<file path="config.mk">
export PLATFORM = sky130hd
export DESIGN_NAME = axi_lite_intr_ctrl
export DESIGN_NICKNAME = d
export VERILOG_FILES = /design/src/rtl/axi_lite_intr_ctrl.sv
export SDC_FILE = /design/constraint.sdc
export NUM_CORES = 1
export LEC_CHECK = 0
export ABC_AREA = 1
export CAP_MARGIN = 20
export CORE_UTILIZATION = 29
export DETAILED_ROUTE_END_ITERATION = 12
export HOLD_SLACK_MARGIN = 0.12
export PLACE_DENSITY = 0.87
export SLEW_MARGIN = 25
export SYNTH_ARGS = -nofsm -noshare
export SYNTH_HDL_FRONTEND = slang
export SYNTH_SLANG_ARGS = --single-unit
</file>
<file path="constraint.sdc">
create_clock -name ACLK -period 1.6 [get_ports ACLK]
set_clock_uncertainty 0.15 [all_clocks]
set_input_delay 0.16 -clock ACLK [delete_from_list [all_inputs] [get_ports ACLK]]
set_output_delay 0.16 -clock ACLK [all_outputs]
set_load 0.02 [all_outputs]
</file>
<file path="src/rtl/axi_lite_intr_ctrl.sv">
// ---------------------------------------------------------------------------
// axi_lite_intr_ctrl
//
// AXI4-Lite slave interrupt controller. Up to 32 asynchronous interrupt
// sources are synchronised, turned into events (rising edge or level, per
// source), and latched into a sticky status register (ISR). Pending
// interrupts (IPR = ISR & IER) are gated by the global enable (GIER[0]) to
// drive one registered irq line towards the processor.
//
// Register map (byte offsets, bits [4:2] of the address decode):
//   0x00 GIER  RW  bit 0 = global interrupt enable
//   0x04 IER   RW  per-source enable
//   0x08 ISR   RO  sticky status
//   0x0C IAR   WO  write-1-to-clear ISR, reads 0
//   0x10 IPR   RO  ISR & IER
//   0x14-0x1C  reserved: read 0, writes dropped
//
// Ports:
//   ACLK, ARESETN     clock, asynchronous active-low reset
//   intr              raw interrupt sources (asynchronous to ACLK)
//   irq               interrupt request, C_IRQ_ACTIVE_STATE when asserted
//   s_axi_aw*/w*/b*   AXI4-Lite write address / data / response channels
//   s_axi_ar*/r*      AXI4-Lite read address / data channels
//   *prot             accepted and ignored; all responses are OKAY
// ---------------------------------------------------------------------------
module axi_lite_intr_ctrl #(
  parameter int unsigned C_S_AXI_DATA_WIDTH  = 32,
  parameter int unsigned C_S_AXI_ADDR_WIDTH  = 5,
  parameter int unsigned C_NUM_OF_INTR       = 1,
  parameter logic [31:0] C_INTR_SENSITIVITY  = 32'hFFFF_FFFF,
  parameter logic [31:0] C_INTR_ACTIVE_STATE = 32'hFFFF_FFFF,
  parameter bit          C_IRQ_ACTIVE_STATE  = 1'b1,
  parameter int unsigned C_SYNC_STAGES       = 2
) (
  input  logic                            ACLK,
  input  logic                            ARESETN,
  input  logic [C_NUM_OF_INTR-1:0]        intr,
  output logic                            irq,
  input  logic [C_S_AXI_ADDR_WIDTH-1:0]   s_axi_awaddr,
  input  logic [2:0]                      s_axi_awprot,
  input  logic                            s_axi_awvalid,
  output logic                            s_axi_awready,
  input  logic [C_S_AXI_DATA_WIDTH-1:0]   s_axi_wdata,
  input  logic [C_S_AXI_DATA_WIDTH/8-1:0] s_axi_wstrb,
  input  logic                            s_axi_wvalid,
  output logic                            s_axi_wready,
  output logic [1:0]                      s_axi_bresp,
  output logic                            s_axi_bvalid,
  input  logic                            s_axi_bready,
  input  logic [C_S_AXI_ADDR_WIDTH-1:0]   s_axi_araddr,
  input  logic [2:0]                      s_axi_arprot,
  input  logic                            s_axi_arvalid,
  output logic                            s_axi_arready,
  output logic [C_S_AXI_DATA_WIDTH-1:0]   s_axi_rdata,
  output logic [1:0]                      s_axi_rresp,
  output logic                            s_axi_rvalid,
  input  logic                            s_axi_rready
);

  // Bits at or above C_NUM_OF_INTR do not exist: they read 0 and ignore writes.
  localparam logic [31:0] INTR_MASK = (C_NUM_OF_INTR >= 32) ? 32'hFFFF_FFFF
                                      : ((32'd1 << C_NUM_OF_INTR) - 32'd1);

  typedef enum logic { W_IDLE = 1'b0, W_RESP = 1'b1 } w_state_e;
  typedef enum logic { R_IDLE = 1'b0, R_DATA = 1'b1 } r_state_e;

  // -------------------------------------------------------------------------
  // Interrupt source path
  // -------------------------------------------------------------------------
  logic [31:0]                    intr_ext;
  logic [C_SYNC_STAGES-1:0][31:0] sync_q, sync_d;
  logic [31:0]                    hist_q, hist_d;
  logic [31:0]                    sync_out;
  logic [31:0]                    evt;

  // Sources are normalised to active-high before the synchroniser so that
  // reset value 0 always means "inactive", whatever the source polarity.
  always_comb begin
    intr_ext = '0;
    intr_ext[C_NUM_OF_INTR-1:0] = intr;
  end

  always_comb begin
    sync_d[0] = (intr_ext ^ ~C_INTR_ACTIVE_STATE) & INTR_MASK;
    for (int i = 1; i < C_SYNC_STAGES; i++) begin
      sync_d[i] = sync_q[i-1];
    end
  end

  assign sync_out = sync_q[C_SYNC_STAGES-1];
  assign hist_d   = sync_out;

  // Edge sources fire once per rising edge; level sources fire every cycle
  // they are active, so ISR re-sets after a clear while the source holds.
  assign evt = (C_INTR_SENSITIVITY & sync_out & ~hist_q)
             | (~C_INTR_SENSITIVITY & sync_out);

  // -------------------------------------------------------------------------
  // Write channel
  // -------------------------------------------------------------------------
  w_state_e    w_state_q, w_state_d;
  logic        awready_q, awready_d;
  logic        wready_q, wready_d;
  logic        bvalid_q, bvalid_d;
  logic        wr_fire;
  logic [2:0]  wr_sel;
  logic [31:0] wr_data;
  logic [31:0] wr_mask;

  assign wr_sel  = s_axi_awaddr[4:2];
  assign wr_data = s_axi_wdata;

  // Per-byte write enable expanded from wstrb.
  for (genvar gi = 0; gi < 4; gi++) begin : g_wr_mask
    assign wr_mask[gi*8 +: 8] = {8{s_axi_wstrb[gi]}};
  end

  // The ready pulse is registered: both valids seen in IDLE raise
  // awready/wready for exactly one cycle, and the transfer commits at the
  // edge closing that cycle.
  always_comb begin
    w_state_d = w_state_q;
    awready_d = 1'b0;
    wready_d  = 1'b0;
    bvalid_d  = bvalid_q;
    wr_fire   = 1'b0;
    case (w_state_q)
      W_IDLE: begin
        if (awready_q) begin
          if (s_axi_awvalid && s_axi_wvalid) begin
            wr_fire   = 1'b1;
            bvalid_d  = 1'b1;
            w_state_d = W_RESP;
          end
        end else if (s_axi_awvalid && s_axi_wvalid) begin
          awready_d = 1'b1;
          wready_d  = 1'b1;
        end
      end
      W_RESP: begin
        if (s_axi_bready) begin
          bvalid_d  = 1'b0;
          w_state_d = W_IDLE;
        end
      end
      default: begin
        w_state_d = W_IDLE;
        bvalid_d  = 1'b0;
      end
    endcase
  end

  // -------------------------------------------------------------------------
  // Registers and irq
  // -------------------------------------------------------------------------
  logic        gier_q, gier_d;
  logic [31:0] ier_q, ier_d;
  logic [31:0] isr_q, isr_d;
  logic [31:0] iar_clr;
  logic [31:0] ipr;
  logic        irq_q, irq_d;

  always_comb begin
    gier_d  = gier_q;
    ier_d   = ier_q;
    iar_clr = '0;
    if (wr_fire) begin
      case (wr_sel)
        3'd0: if (s_axi_wstrb[0]) gier_d = wr_data[0];
        3'd1: ier_d   = ((ier_q & ~wr_mask) | (wr_data & wr_mask)) & INTR_MASK;
        3'd3: iar_clr = wr_data & wr_mask & INTR_MASK;
        default: ;
      endcase
    end
    // A new event in the same cycle as a clear wins so no event is lost.
    isr_d = ((isr_q & ~iar_clr) | evt) & INTR_MASK;
  end

  assign ipr   = isr_q & ier_q;
  assign irq_d = (gier_q && (|ipr)) ? C_IRQ_ACTIVE_STATE : ~C_IRQ_ACTIVE_STATE;

  // -------------------------------------------------------------------------
  // Read channel
  // -------------------------------------------------------------------------
  r_state_e    r_state_q, r_state_d;
  logic        arready_q, arready_d;
  logic        rvalid_q, rvalid_d;
  logic [31:0] rdata_q, rdata_d;
  logic [31:0] rd_mux;

  always_comb begin
    rd_mux = '0;
    case (s_axi_araddr[4:2])
      3'd0:    rd_mux = {31'd0, gier_q};
      3'd1:    rd_mux = ier_q;
      3'd2:    rd_mux = isr_q;
      3'd4:    rd_mux = ipr;
      default: rd_mux = '0;
    endcase
  end

  // rdata is only loaded on the address handshake, so it stays stable for
  // as long as the master stalls rready.
  always_comb begin
    r_state_d = r_state_q;
    arready_d = 1'b0;
    rvalid_d  = rvalid_q;
    rdata_d   = rdata_q;
    case (r_state_q)
      R_IDLE: begin
        if (arready_q) begin
          if (s_axi_arvalid) begin
            rdata_d   = rd_mux;
            rvalid_d  = 1'b1;
            r_state_d = R_DATA;
          end
        end else if (s_axi_arvalid) begin
          arready_d = 1'b1;
        end
      end
      R_DATA: begin
        if (s_axi_rready) begin
          rvalid_d  = 1'b0;
          r_state_d = R_IDLE;
        end
      end
      default: begin
        r_state_d = R_IDLE;
        rvalid_d  = 1'b0;
      end
    endcase
  end

  // -------------------------------------------------------------------------
  // State registers
  // -------------------------------------------------------------------------
  always_ff @(posedge ACLK or negedge ARESETN) begin
    if (!ARESETN) begin
      sync_q    <= '0;
      hist_q    <= '0;
      w_state_q <= W_IDLE;
      awready_q <= 1'b0;
      wready_q  <= 1'b0;
      bvalid_q  <= 1'b0;
      r_state_q <= R_IDLE;
      arready_q <= 1'b0;
      rvalid_q  <= 1'b0;
      rdata_q   <= '0;
      gier_q    <= 1'b0;
      ier_q     <= '0;
      isr_q     <= '0;
      irq_q     <= ~C_IRQ_ACTIVE_STATE;
    end else begin
      sync_q    <= sync_d;
      hist_q    <= hist_d;
      w_state_q <= w_state_d;
      awready_q <= awready_d;
      wready_q  <= wready_d;
      bvalid_q  <= bvalid_d;
      r_state_q <= r_state_d;
      arready_q <= arready_d;
      rvalid_q  <= rvalid_d;
      rdata_q   <= rdata_d;
      gier_q    <= gier_d;
      ier_q     <= ier_d;
      isr_q     <= isr_d;
      irq_q     <= irq_d;
    end
  end

  assign irq           = irq_q;
  assign s_axi_awready = awready_q;
  assign s_axi_wready  = wready_q;
  assign s_axi_bvalid  = bvalid_q;
  assign s_axi_bresp   = 2'b00;
  assign s_axi_arready = arready_q;
  assign s_axi_rvalid  = rvalid_q;
  assign s_axi_rdata   = rdata_q;
  assign s_axi_rresp   = 2'b00;

  // Protection bits and sub-word address bits carry no meaning here.
  logic unused_ok;
  assign unused_ok = ^{s_axi_awprot, s_axi_arprot, s_axi_awaddr, s_axi_araddr};

endmodule
</file>
* Word level (Yosys, flattened, before mapping)
Index checks and enable logic that the tools add are counted.
W data, S select, Z words.
** Cells by class
- Bitwise logic cells :: 12
- Reductions and logical operators :: 10
- Multiplexer cells :: 25
- Equality and inequality tests :: 11
** Operator list (number)
- $pmux W32 S4 :: 1
- $reduce_or A32 Y1 :: 1
- $mux W1 :: 20
- $ne A2 B2 Y1 const B :: 6
- $reduce_and A3 Y1 :: 4
- $pmux W1 S2 :: 4
- $eq A3 B1 Y1 const B :: 2
- $eq A3 B2 Y1 const B :: 2
- $logic_not A3 Y1 :: 2
- $and A1 B1 Y1 :: 5
- $not A1 Y1 :: 5
- $eq A3 B3 Y1 const B :: 1
- $logic_and A1 B1 Y1 :: 2
- $or A1 B1 Y1 :: 2
- $reduce_and A2 Y1 :: 1
** Storage, ports and cells
- Input bits :: 60
- Logic and storage cells :: 72
- Flip-flop bits (word level) :: 45
- Output and inout bits :: 42

* Logic depth before layout (Yosys ltp)
Gate-level depths: netlist of the first run.
- Depth after elaboration :: 8
- Mapped depth :: 7

* Worst setup path after synthesis of the first run
No wires, ideal clock.
- Kind :: reg-to-reg
- From :: reg, netlist name s_axi_wready
- To :: reg gier_q
- Slack :: 0.460 ns
- Period minus slack after synthesis :: 1.140 ns
- Stages on the path, launching flop included :: 6
- Library setup time :: 0.117 ns
- Arrival time :: 0.873 ns
- Cells stage by stage :: dfrtp_1 nand2_2 nor2_4 nand3_1 nand2_1 nand2_1
** RTL lines
- end signal, assigned :: RTL line 264 : gier_q <= gier_d;
- end, declared :: RTL line 156 : logic gier_q, gier_d;

* Final worst setup path of the first run
- From :: reg rdata_q[0], in the netlist s_axi_rdata[0]
- To :: out s_axi_rdata[0]
** RTL lines
- start, declared :: RTL line 188 : logic [31:0] rdata_q, rdata_d;
- start signal, assigned :: RTL line 263 : rdata_q <= rdata_d;
- end, declared :: RTL line 54 : output logic [C_S_AXI_DATA_WIDTH-1:0] s_axi_rdata,
No word-level cell between the ends.

==> results of run 1 <==
-- stage by stage --
step / util / hold slack (ns) / power, mW / instances
after floorplan: - / -0.286 / 0.654 / 141
after global placement: 0.355 / 0.184 / 0.708 / 159
after detailed placement: 0.355 / 0.210 / 0.713 / 159
after CTS: 0.366 / 0.197 / 0.894 / 163
after global routing: 0.367 / 0.207 / 0.937 / 163
final: 0.367 / 0.206 / 0.886 / 163
-- metal layers --
metal / vias up / global-route usage / wire length (um) / part of all wire
met2: 28 / 0.119 / 583 / 0.46
met4: 0 / 0.0627 / 27 / 0.021
met1: 263 / 0.115 / 590 / 0.46
met5: - / 0 / 0 / 0
met3: 2 / 0.0161 / 78 / 0.061
li1: 309 / - / - / -
-- report_power, final --
part           total, mW  switching (mW)  internal (mW)  leakage, nW
sequential         0.420          0.0246          0.396        0.174
combinational      0.282           0.174          0.108        0.364
clock              0.184          0.0968         0.0868       0.0138
-- kinds of logic (layout without fill, tap and decap cells) --
kind of cell | Yosys count | after routing
AND/OR/NAND/NOR | 46 | 46
buffers and inverters | 44 | 35
other | 1 | 35
flip-flops | 14 | 14
AO/OA/AOI/OAI | 2 | 2
-- synthesized netlist by cell type --
library cell  instances
conb_1                1
buf_4                36
and3_1                1
nor3_1                2
nand2_2               1
nor2_1                7
inv_2                 1
dfrtp_1              14
nor2_4                1
nand4_1               2
o21ai_0               2
nand2_1              27
inv_1                 7
nand3_1               5
-- worst max-delay path by stage --
stage	from	end	slack, ns	depth (start not counted)
2_1_floorplan	s_axi_wready	gier_q	0.46	5
3_3_place_gp	s_axi_awvalid	isr_q[0]	0.25	6
3_5_place_dp	s_axi_awvalid	isr_q[0]	0.24	6
4_1_cts	s_axi_arready	s_axi_arready	0.04	1
5_1_grt	s_axi_rdata[0]	s_axi_rdata[0]	0.02	1
6_report	s_axi_rdata[0]	s_axi_rdata[0]	0.07	1
-- final cells by class --
class / count / area share
inverters: 8 / 0.0294
flip-flops and latches: 14 / 0.344
well taps: 31 / 0.0380
clock buffers: 3 / 0.0221
repair buffers: 24 / 0.233
multi-input cells: 83 / 0.334
-- repair_timing --
| action | 4_1_cts | 5_1_grt |
|---|---|---|
| buffers inserted | 0 | 0 |
| setup endpoints to repair | 2 | 1 |
| resized for setup | 2 | 1 |
| hold buffers | 1 | 0 |
| endpoints found under the hold margin | 14 | 0 |
| gates cloned | 0 | 0 |
==> flow_summary.json, run 1 <==
{
  "status": "finished clean",
  "setup_violations": 0,
  "routed_via_density": 3.69,
  "core_area_um2": 2780,
  "drc_errors": 0,
  "post-route-min-period_ns": 1.53,
  "die_w_um": 56.6,
  "slowest_stage": "clkdlybuf4s50_1",
  "final_cell_mix": "conb_1 (35), nand2_1 (27), clkdlybuf4s50_1 (19)",
  "clkTransAtPathRegs_ns": 0.07,
  "drtPass1Iterations": 4,
  "hold_path_class": "input port to register",
  "place_ws_ns": 0.243,
  "cts_buffers": 3,
  "synth_mux_area_frac": 0,
  "hold_viol": 0,
  "drtIter0Drc": 12,
  "layout.nets": 194,
  "wl_per_cell_um": 7.85,
  "gp_congestion": 0.800,
  "start_util": 0.310,
  "h-tree-depth": 1,
  "grt_start_max_net_pins": 15,
  "synthXorXnorAreaFrac": 0,
  "rsz0062_at_grt": "false",
  "die_h_um": 56.6,
  "dpl_cell_area_um2": 987,
  "reg2regPathDepth": 6,
  "final_area_um2": 1020,
  "cp_num_buf_inv": 1,
  "worstHoldEndpoint": "sync_d[32]",
  "end_kind": "output pin",
  "synth_area_leader_cell": "dfrtp_1",
  "ys_ff_latch": 14,
  "final_common_cell": "conb_1",
  "maxSlewViolCount": 0,
  "synthTopCellsByArea": "dfrtp_1 (41%), buf_4 (31%), nand2_1 (12%)",
  "cts_tree": "built",
  "cp-start-kind": "register",
  "fin_tns_setup_ns": 0,
  "period_share": 0.955,
  "r2r_start": "w_state_q",
  "cap_violations": 0,
  "yosysSeqAreaShare": 0.406,
  "synth_top_family_by_area": "buffers and inverters",
  "synth_area_um2": 863,
  "path_class": "register to output pin",
  "cp_data_arrival_time_ns": 1.22,
  "clockBufferDepth": 2,
  "grt_overflow": 0,
  "ff_latch_area_um2": 350,
  "finalWorstSetupSlack_ns": 0.0722,
  "fillers": 285,
  "crit_required_ns": 1.29,
  "r2r_end": "isr_q[0]",
  "path_max_fanout": 2,
  "antenna_found_initial": 0,
  "p_leak_nw": 0.552,
  "synth_top_area_share": 0.406,
  "synth-simple-area-share": 0.230,
  "clk_latency_ns": 0.26,
  "ant_nets": 0,
  "yosys_warnings": 0,
  "io_pins": 102,
  "netlist-cell-type-count": 14,
  "port_buffers": 22,
  "syn_avg_cell_area_um2": 8.07,
  "rows": 19,
  "vias": 602,
  "cts.sinks": 14,
  "worstHoldPathCells": 1,
  "fmax_ghz": 0.655,
  "die_area_um2": 3200,
  "synth-adder-area-share": 0,
  "root_buffer": "clkbuf_4",
  "wl_um": 1280,
  "path_cells": "clkdlybuf4s50_1",
  "grt_pass1_wl_um": 2060,
  "synthCells": 107,
  "drive_gt1_frac": 0.0530,
  "synthToLayoutAreaGrowth_pct": 18.1,
  "grt_pass1_vias": 474,
  "ir_drop_mv": 0.341,
  "synth_compound_area_frac": 0.0116,
  "grt.total_usage": 0.0850,
  "diodes": 0,
  "hold_path_startpoint": "intr",
  "slowest_delay_ns": 0.60,
  "multi_input_area_um2": 340,
  "crit_family": "buffers and inverters",
  "r2r_setup_slack_ns": 0.47,
  "powerDensity_nw_per_um2": 869,
  "dpl.hpwl_um": 1070
}
Power figures use the tool's default switching activity.
==> run 2, diff against run 1 <==
CORE_MARGIN = 2   (was unset)
CTS_BUF_LIST = sky130_fd_sc_hd__clkbuf_2   (was unset)
==> run 2 against run 1 <==
Via count is 0.33% higher. Setup slack better by 0.0099 ns. Sequential cell count stayed put. Sequential power hardly changed. Final cell count is 0.61% higher. Combinational power is 1% lower. Largest cell class unchanged. Highest routed layer unchanged.
==> flow_summary.json, run 2 (synthesis gave the netlist of run 1 again) <==
{
  "drive_gt1_frac": 0.0526,
  "r2r_start": "w_state_q",
  "crit_family": "buffers and inverters",
  "drc_errors": 0,
  "clk_latency_ns": 0.27,
  "cap_violations": 0,
  "start_util": 0.310,
  "dpl.hpwl_um": 1120,
  "h-tree-depth": 1,
  "end_kind": "output pin",
  "hold_path_startpoint": "intr",
  "cts_setup_buffers": 0,
  "wl_per_cell_um": 8.10,
  "die_area_um2": 3430,
  "routed_via_density": 3.68,
  "ir_drop_mv": 0.302,
  "clkTransAtPathRegs_ns": 0.13,
  "grt_pass1_wl_um": 2030,
  "diodes": 0,
  "final_cell_mix": "conb_1 (35), nand2_1 (27), clkdlybuf4s50_1 (16)",
  "powerDensity_nw_per_um2": 838,
  "grt.total_usage": 0.0808,
  "fin_tns_setup_ns": 0,
  "post-route-min-period_ns": 1.52,
  "cts.sinks": 14,
  "ant_nets": 0,
  "p_leak_nw": 0.587,
  "cts_buffers": 3,
  "hold_viol": 0,
  "cp_data_arrival_time_ns": 1.21,
  "grt_start_max_net_pins": 15,
  "grt_pass1_vias": 488,
  "cp_num_buf_inv": 1,
  "hold_path_class": "input port to register",
  "final_common_cell": "conb_1",
  "cp-start-kind": "register",
  "slowest_delay_ns": 0.60,
  "io_pins": 102,
  "period_share": 0.949,
  "status": "finished clean",
  "core_area_um2": 2780,
  "path_max_fanout": 1,
  "cts_tree": "built",
  "vias": 604,
  "fmax_ghz": 0.659,
  "drtPass1Iterations": 2,
  "wl_um": 1330,
  "slowest_stage": "clkdlybuf4s50_1",
  "clockBufferDepth": 2,
  "setup.worst_path.start": "irq",
  "root_buffer": "clkbuf_2",
  "path_cells": "clkdlybuf4s50_1",
  "gp_congestion": 0.725,
  "layout.nets": 194,
  "whs_ns": 0.163,
  "die_w_um": 58.6,
  "rsz0062_at_grt": "false",
  "synthToLayoutAreaGrowth_pct": 18.6,
  "drtIter0Drc": 9,
  "port_buffers": 22,
  "crit_required_ns": 1.29,
  "die_h_um": 58.6,
  "setup_violations": 0,
  "rows": 19,
  "grt_overflow": 0,
  "antenna_found_initial": 0,
  "maxSlewViolCount": 0,
  "path_class": "register to output pin"
}
## run 2: through the flow
step / util / cells / setup slack (ns) / power (mW) / cell area (um^2)
after CTS: 0.364 / 164 / 0.00850 / 0.872 / 1010
after global placement: 0.355 / 159 / 0.239 / 0.710 / 987
final: 0.368 / 164 / 0.0821 / 0.858 / 1020
after global routing: 0.368 / 164 / 0.0254 / 0.913 / 1020
after detailed placement: 0.355 / 159 / 0.213 / 0.715 / 987
after floorplan: - / 141 / 0.460 / 0.654 / 991
## run 2: layout make-up
class | instances | area [um^2]
fillers | 288 | 1760
well taps | 31 | 38.8
multi-input cells | 83 | 340
repair buffers | 24 | 245
clock buffers | 3 | 15.0
clock inverters | 1 | 3.75
inverters | 8 | 30.0
flip-flops and latches | 14 | 350
## run 2: timing repair
action	4_1_cts	5_1_grt
resized for setup	2	4
hold buffers	1	0
endpoints found under the hold margin	14	0
endpoints found under the setup margin	2	4
## run 2: report_power, final
part	leakage [nW]	internal (mW)	switching [mW]
sequential	0.174	0.395	0.0248
combinational	0.398	0.103	0.175
clock	0.0140	0.0543	0.105
## run 2: path summary, 6_finish.rpt
check                      cells after the start            end  slack, ns
hold / removal                                 1     sync_d[32]       0.16
hold reg to reg                                0      hist_d[0]       0.21
setup reg to reg                               6         gier_q       0.44
min in group asynchronous                      3   s_axi_bvalid       0.60
max in group asynchronous                      3  s_axi_arready       0.53
setup / recovery                               1            irq       0.08
## run 2: layer usage
| metal | GRT usage | part of all wire |
|---|---|---|
| met1 | 0.0966 | 0.42 |
| met2 | 0.122 | 0.49 |
| met3 | 0.0242 | 0.081 |
| met4 | 0.0598 | 0.014 |
| met5 | 0 | 0 |
